<file path="src/rtl/ebr_bank_controller_pkg.sv">
// Shared defaults and write-FSM encoding for the double-buffered EBR bank controller.
package ebr_bank_controller_pkg;

  localparam int EBR_DEPTH  = 512;
  localparam int EBR_ADDR_W = 9;

  typedef enum logic [1:0] {
    W_IDLE   = 2'd0,
    W_FILL   = 2'd1,
    W_COMMIT = 2'd2
  } w_state_e;

endpackage

</file>
<file path="src/rtl/ebr_bank_controller_status.sv">
// Per-bank bookkeeping: committed-image valid flag, committed length and reader lock.
module ebr_bank_status
  import ebr_bank_controller_pkg::*;
#(
  parameter int LEN_W = EBR_ADDR_W + 1
) (
  input  logic             clock,
  input  logic             reset,
  input  logic             fill_start,
  input  logic             commit,
  input  logic [LEN_W-1:0] commit_len,
  input  logic             grant_set,
  input  logic             drop,
  input  logic             consume,
  output logic             valid,
  output logic [LEN_W-1:0] len,
  output logic             locked
);

  // NOTE: state registers use non-blocking assignments so every flop samples pre-edge values.
  always_ff @(posedge clock or posedge reset) begin
    if (reset) begin
      valid  <= 1'b0;
      len    <= '0;
      locked <= 1'b0;
    end else begin
      // A commit outranks a same-cycle consume from the reader.
      if (commit) begin
        valid <= 1'b1;
        len   <= commit_len;
      end else if (fill_start || consume) begin
        valid <= 1'b0;
      end

      if (grant_set) begin
        locked <= 1'b1;
      end else if (drop || consume) begin
        locked <= 1'b0;
      end
    end
  end

endmodule

</file>
<file path="src/rtl/ebr_bank_controller.sv">
// Ping-pong controller: fills one EBR bank from the I2C writer while a consumer owns the other.
module ebr_bank_controller #(
  parameter int EBR_DEPTH  = ebr_bank_controller_pkg::EBR_DEPTH,
  parameter int EBR_ADDR_W = ebr_bank_controller_pkg::EBR_ADDR_W
) (
  input  logic                  clock,
  input  logic                  reset,
  input  logic                  write_active,
  input  logic                  ebr_select,
  input  logic                  ebr_wren,
  input  logic [7:0]            ebr_data_in,
  output logic                  bank0_wren,
  output logic                  bank1_wren,
  output logic [EBR_ADDR_W-1:0] wr_addr,
  output logic [7:0]            wr_data,
  input  logic                  rd_req,
  input  logic                  rd_bank,
  input  logic                  rd_done,
  output logic                  rd_grant,
  output logic [1:0]            bank_valid,
  output logic [EBR_ADDR_W:0]   bank0_len,
  output logic [EBR_ADDR_W:0]   bank1_len,
  output logic                  err_overflow,
  output logic                  err_collision,
  input  logic                  err_clear
);

  import ebr_bank_controller_pkg::*;

  localparam int               LEN_W      = EBR_ADDR_W + 1;
  localparam logic [LEN_W-1:0] FULL_COUNT = LEN_W'(EBR_DEPTH);

  w_state_e         state;
  w_state_e         state_next;
  logic             write_active_q;
  logic             rise;
  logic             pend;
  logic             pend_sel;
  logic             fill_bank;
  logic [LEN_W-1:0] count;
  logic             collided;

  logic             fill_start;
  logic             start_sel;
  logic             do_write;
  logic             ovf_evt;
  logic             col_evt;
  logic             commit;
  logic             grant_next;

  logic [1:0]       busy_b;
  logic [1:0]       fill_start_b;
  logic [1:0]       commit_b;
  logic [1:0]       grant_set_b;
  logic [1:0]       drop_b;
  logic [1:0]       consume_b;
  logic [1:0]       locked_b;

  assign rise = write_active && !write_active_q;

  always_ff @(posedge clock or posedge reset) begin
    if (reset) begin
      state <= W_IDLE;
    end else begin
      state <= state_next;
    end
  end

  // NOTE: every signal gets a default before the case so no latch is inferred.
  always_comb begin
    state_next = state;
    fill_start = 1'b0;
    start_sel  = ebr_select;
    do_write   = 1'b0;
    ovf_evt    = 1'b0;
    col_evt    = 1'b0;
    commit     = 1'b0;
    unique case (state)
      W_IDLE: begin
        if (rise || pend) begin
          fill_start = 1'b1;
          start_sel  = pend ? pend_sel : ebr_select;
          state_next = W_FILL;
        end
      end
      W_FILL: begin
        if (ebr_wren) begin
          ovf_evt  = (count == FULL_COUNT);
          col_evt  = rd_grant && (rd_bank == fill_bank);
          do_write = !ovf_evt && !col_evt;
        end
        // Level test also closes a fill whose write_active pulse ended while a pending start was queued.
        if (!write_active) begin
          state_next = W_COMMIT;
        end
      end
      W_COMMIT: begin
        commit     = (count != '0) && !collided;
        state_next = W_IDLE;
      end
      default: state_next = W_IDLE;
    endcase
  end

  always_comb begin
    for (int i = 0; i < 2; i++) begin
      busy_b[i]       = (state != W_IDLE) && (fill_bank == 1'(i));
      fill_start_b[i] = fill_start && (start_sel == 1'(i));
      commit_b[i]     = commit && (fill_bank == 1'(i));
      grant_set_b[i]  = !rd_grant && rd_req && (rd_bank == 1'(i)) && bank_valid[i] && !busy_b[i];
      drop_b[i]       = locked_b[i] && !rd_req;
      consume_b[i]    = locked_b[i] && rd_done;
    end
    grant_next = (|grant_set_b) || (rd_grant && rd_req && !rd_done);
  end

  always_ff @(posedge clock or posedge reset) begin
    if (reset) begin
      write_active_q <= 1'b0;
      pend           <= 1'b0;
      pend_sel       <= 1'b0;
      fill_bank      <= 1'b0;
      count          <= '0;
      collided       <= 1'b0;
      bank0_wren     <= 1'b0;
      bank1_wren     <= 1'b0;
      wr_addr        <= '0;
      wr_data        <= '0;
      rd_grant       <= 1'b0;
      err_overflow   <= 1'b0;
      err_collision  <= 1'b0;
    end else begin
      write_active_q <= write_active;

      // A start edge arriving during the commit cycle is parked and replayed from W_IDLE.
      if ((state == W_COMMIT) && rise) begin
        pend     <= 1'b1;
        pend_sel <= ebr_select;
      end else if (fill_start) begin
        pend <= 1'b0;
      end

      if (fill_start) begin
        fill_bank <= start_sel;
        count     <= '0;
        collided  <= 1'b0;
      end else if (do_write) begin
        count <= count + 1'b1;
      end

      if (col_evt) begin
        collided <= 1'b1;
      end

      bank0_wren <= do_write && !fill_bank;
      bank1_wren <= do_write && fill_bank;
      if (do_write) begin
        wr_addr <= count[EBR_ADDR_W-1:0];
        wr_data <= ebr_data_in;
      end

      err_overflow  <= (err_overflow && !err_clear) || ovf_evt;
      err_collision <= (err_collision && !err_clear) || col_evt;
      rd_grant      <= grant_next;
    end
  end

  ebr_bank_status #(
    .LEN_W(LEN_W)
  ) u_bank0 (
    .clock     (clock),
    .reset     (reset),
    .fill_start(fill_start_b[0]),
    .commit    (commit_b[0]),
    .commit_len(count),
    .grant_set (grant_set_b[0]),
    .drop      (drop_b[0]),
    .consume   (consume_b[0]),
    .valid     (bank_valid[0]),
    .len       (bank0_len),
    .locked    (locked_b[0])
  );

  ebr_bank_status #(
    .LEN_W(LEN_W)
  ) u_bank1 (
    .clock     (clock),
    .reset     (reset),
    .fill_start(fill_start_b[1]),
    .commit    (commit_b[1]),
    .commit_len(count),
    .grant_set (grant_set_b[1]),
    .drop      (drop_b[1]),
    .consume   (consume_b[1]),
    .valid     (bank_valid[1]),
    .len       (bank1_len),
    .locked    (locked_b[1])
  );

endmodule
</file>
<file path="config.mk">
export PLATFORM = sky130hd
export DESIGN_NAME = ebr_bank_controller
export DESIGN_NICKNAME = d
export VERILOG_FILES = /design/src/rtl/ebr_bank_controller_pkg.sv /design/src/rtl/ebr_bank_controller_status.sv /design/src/rtl/ebr_bank_controller.sv
export SDC_FILE = /design/constraint.sdc
export NUM_CORES = 1
export LEC_CHECK = 0
export BUFFER_PORTS_ARGS = -buffer_cell sky130_fd_sc_hd__buf_2
export CORE_MARGIN = 4
export CORE_UTILIZATION = 36
export DETAILED_ROUTE_END_ITERATION = 6
export GPL_ROUTABILITY_DRIVEN = 0
export PLACE_DENSITY = 0.58
export SLEW_MARGIN = 20
export SYNTH_ARGS = -nofsm -noshare
export SYNTH_HDL_FRONTEND = slang
export SYNTH_SLANG_ARGS = --single-unit
</file>
<file path="constraint.sdc">
create_clock -name clock -period 2.8 [get_ports clock]
set_input_delay 0.56 -clock clock [delete_from_list [all_inputs] [get_ports clock]]
set_output_delay 0.56 -clock clock [all_outputs]
set_load 0.005 [all_outputs]
</file>
==> results.toml <==
[run_status]
status = "finished clean"

[global_routing]
grt_max_degree = 41
globalRouteOverflowTotal = 0
grt_util_all_layers = 0.1414
grt_pass1_wl_um = 9798
first_global_vias = 1923
antenna_found_initial = 0

[final_layout]
finalNetCount = 292
n_antenna_cell = 0
area_delta_synth_final_pct = 21.14
finish.utilization = 0.4448
most-common-layout-cells = "dfrtp_1 (63), buf_2 (60), mux2_4 (24), nand2_1 (19), clkbuf_8 (12)"
final_common_cell = "dfrtp_1"
layout-drive-gt1-share = 0.4585

[sta]
setup_slack_ns = 0.6495
max_freq_ghz = 0.4650
clock_skew_ns = 0.004305
hold_violations = 0
relSlewSlack = 0.5935
fin_crit_sh = 0.7680
finalSetupViolations = 0
tns_ns = 0
worstMarginPinSlew_ns = 0.6056
rsz0062_at_grt = "no"
slew_violations = 0
fin_crit_ns = 2.151

[pwr]
peakVddDrop_mv = 0.4436
power_leakage_nw = 1.763
powerDensity_nw_per_um2 = 838.7
p_total_w = 0.002868

[clock_tree]
cts.sinks = 63
ctsResizeCount = 0
ctsHoldBuffers = 0
clkSlewWorstSetupHoldPaths_ns = 0.07
clkLatencyLatePin_ns = 0.33
numCtsBuffers = 9
tritoncts = "built"
root_buffer = "clkbuf_8"
postCtsSetupBuffers = 0
cts_htree_levels = 3
cts_buffer_depth = 2

[place]
dp_hpwl_um = 4037
io_buffers = 60
dpl_worst_slack_ns = 0.5548

[critical_path]
crit_fanout = 17
required_ns = 3.05
reg2reg_from = "count[1]$_DFFE_PP0P_"
ff2ff_path_depth = 7
path_class = "flip-flop to flip-flop"
r2r_end = "count[0]$_DFFE_PP0P_"
cp-start-kind = "flip-flop"
r2r_slack_ns = 0.65
arrival_ns = 2.40
endpoint_kind = "flip-flop"

[die]
top_level_ports = 61
fp.dieH_um = 96.55
start_util = 0.3672
die_area_um2 = 9322
die_x_um = 96.55
core_area_um2 = 7687
rows = 32

[synth]
synthArstFlopShare = 1.000
yosys-mux-area-fraction = 0.1857
ys_seq_area_frac = 0.5585
syn-num-nets = 230
synth_top_family_by_area = "multiplexers"
syn_area_per_cell_um2 = 13.38
synthXorXnorAreaFrac = 0.01817
synthesis.area_um2 = 2823
ys_ff_latch = 63
synthFlopType = "dfrtp_1"
synth_warnings = 0
synth_compound_area_frac = 0.07358
synth_fa_ha_area_frac = 0.008865
synth_cell_types = 40
yosys.area_share.simple = 0.1064
synth_edf_count = 0
syn_inst = 211

[routing]
drt-initial-drc-count = 61
vias = 1792
drc = 0
drtPass1Iterations = 4
vias_per_cell = 4.728
post_drt_wl_per_cell_um = 15.19
drtAntennaViolNets = 0
wirelength_um = 5756

[min_path]
hp-class = "input port to asynchronous set/reset pin"

[flow_run]
max-cap-violations = 0
Yosys cell counts (3+ instances only):
cell,count,area [µm²]
a2111oi_2,3,45.04
a211oi_1,3,22.52
buf_4,4,30.03
buf_6,5,56.30
dfrtp_1,63,1577
inv_1,9,33.78
mux2_2,11,123.9
mux2_4,24,360.4
mux2i_1,4,40.04
nand2_1,19,71.32
nand3_1,9,45.04
nand4_1,3,18.77
nor2_1,11,41.29
nor2b_1,4,25.02
o21ai_0,3,15.01
o22ai_1,3,18.77
xnor2_1,4,35.03
where the power goes:
group          switching [W]  internal (W)
combinational       0.000329      0.000392
clock               0.000333      0.000568
sequential          0.000156       0.00109
kinds of logic (layout without fill, tap and decap cells):
kind of cell / count (synthesis) / after routing
AO/OA/AOI/OAI: 24 / 24
XOR/XNOR: 5 / 5
adder cells (fa/ha/maj): 2 / 2
buffers and inverters: 22 / 88
flip-flops: 63 / 63
multiplexers: 39 / 39
AND/OR/NAND/NOR: 56 / 56
area by class of cell:
class,instances,area [µm²]
fill,751,4268
sequential,63,1577
multi-input combinational,126,1109
timing repair buffer,64,342.8
clock buffer,12,165.2
tap,102,127.6
clock inverter,3,65.06
inverter,9,33.78
worst max-delay path, cell delays in order (launching register included):
cell and delay (ns):
dfrtp_1 0.45, inv_1 0.11, ha_1 0.14, nor4b_2 0.24, nand3_1 0.21, nand2_2 0.49
buf_4 0.24, mux2i_1 0.19
routing by layer:
metal	part of all wire	routed length, µm	track usage
met1	0.47	2708	0.1867
met2	0.45	2582	0.2126
met3	0.075	430	0.05577
met4	0.0059	34	0.04673
met5	0	0	0
stage by stage:
stage / instances / hold slack [ns] / cell area (µm²)
floorplan: 211 / 0.4469 / 2823
global placement: 364 / 0.4661 / 3189
detailed placement: 364 / 0.4720 / 3189
CTS: 379 / 0.2722 / 3420
global route: 379 / 0.2818 / 3420
finish: 379 / 0.2613 / 3420
worst max path at each step:
stage	from	to	slack [ns]	cells past startpoint
after global routing	count[1]$_DFFE_PP0P_	count[0]$_DFFE_PP0P_	0.41	7
after CTS	count[1]$_DFFE_PP0P_	count[0]$_DFFE_PP0P_	0.62	7
after floorplan	reset	bank0_wren$_DFF_PP0_	0.67	1
final	count[1]$_DFFE_PP0P_	count[0]$_DFFE_PP0P_	0.65	7
after detailed placement	rd_bank	count[0]$_DFFE_PP0P_	0.55	6
after global placement	rd_bank	count[0]$_DFFE_PP0P_	0.61	6
flip-flops by register name, indices dropped and copies added (netlist names), 2 cells and up:
name         cells
wr_addr          9
u_bank0.len     10
count           10
u_bank1.len     10
wr_data          8
state            2
(Power assumes the default switching activity.)
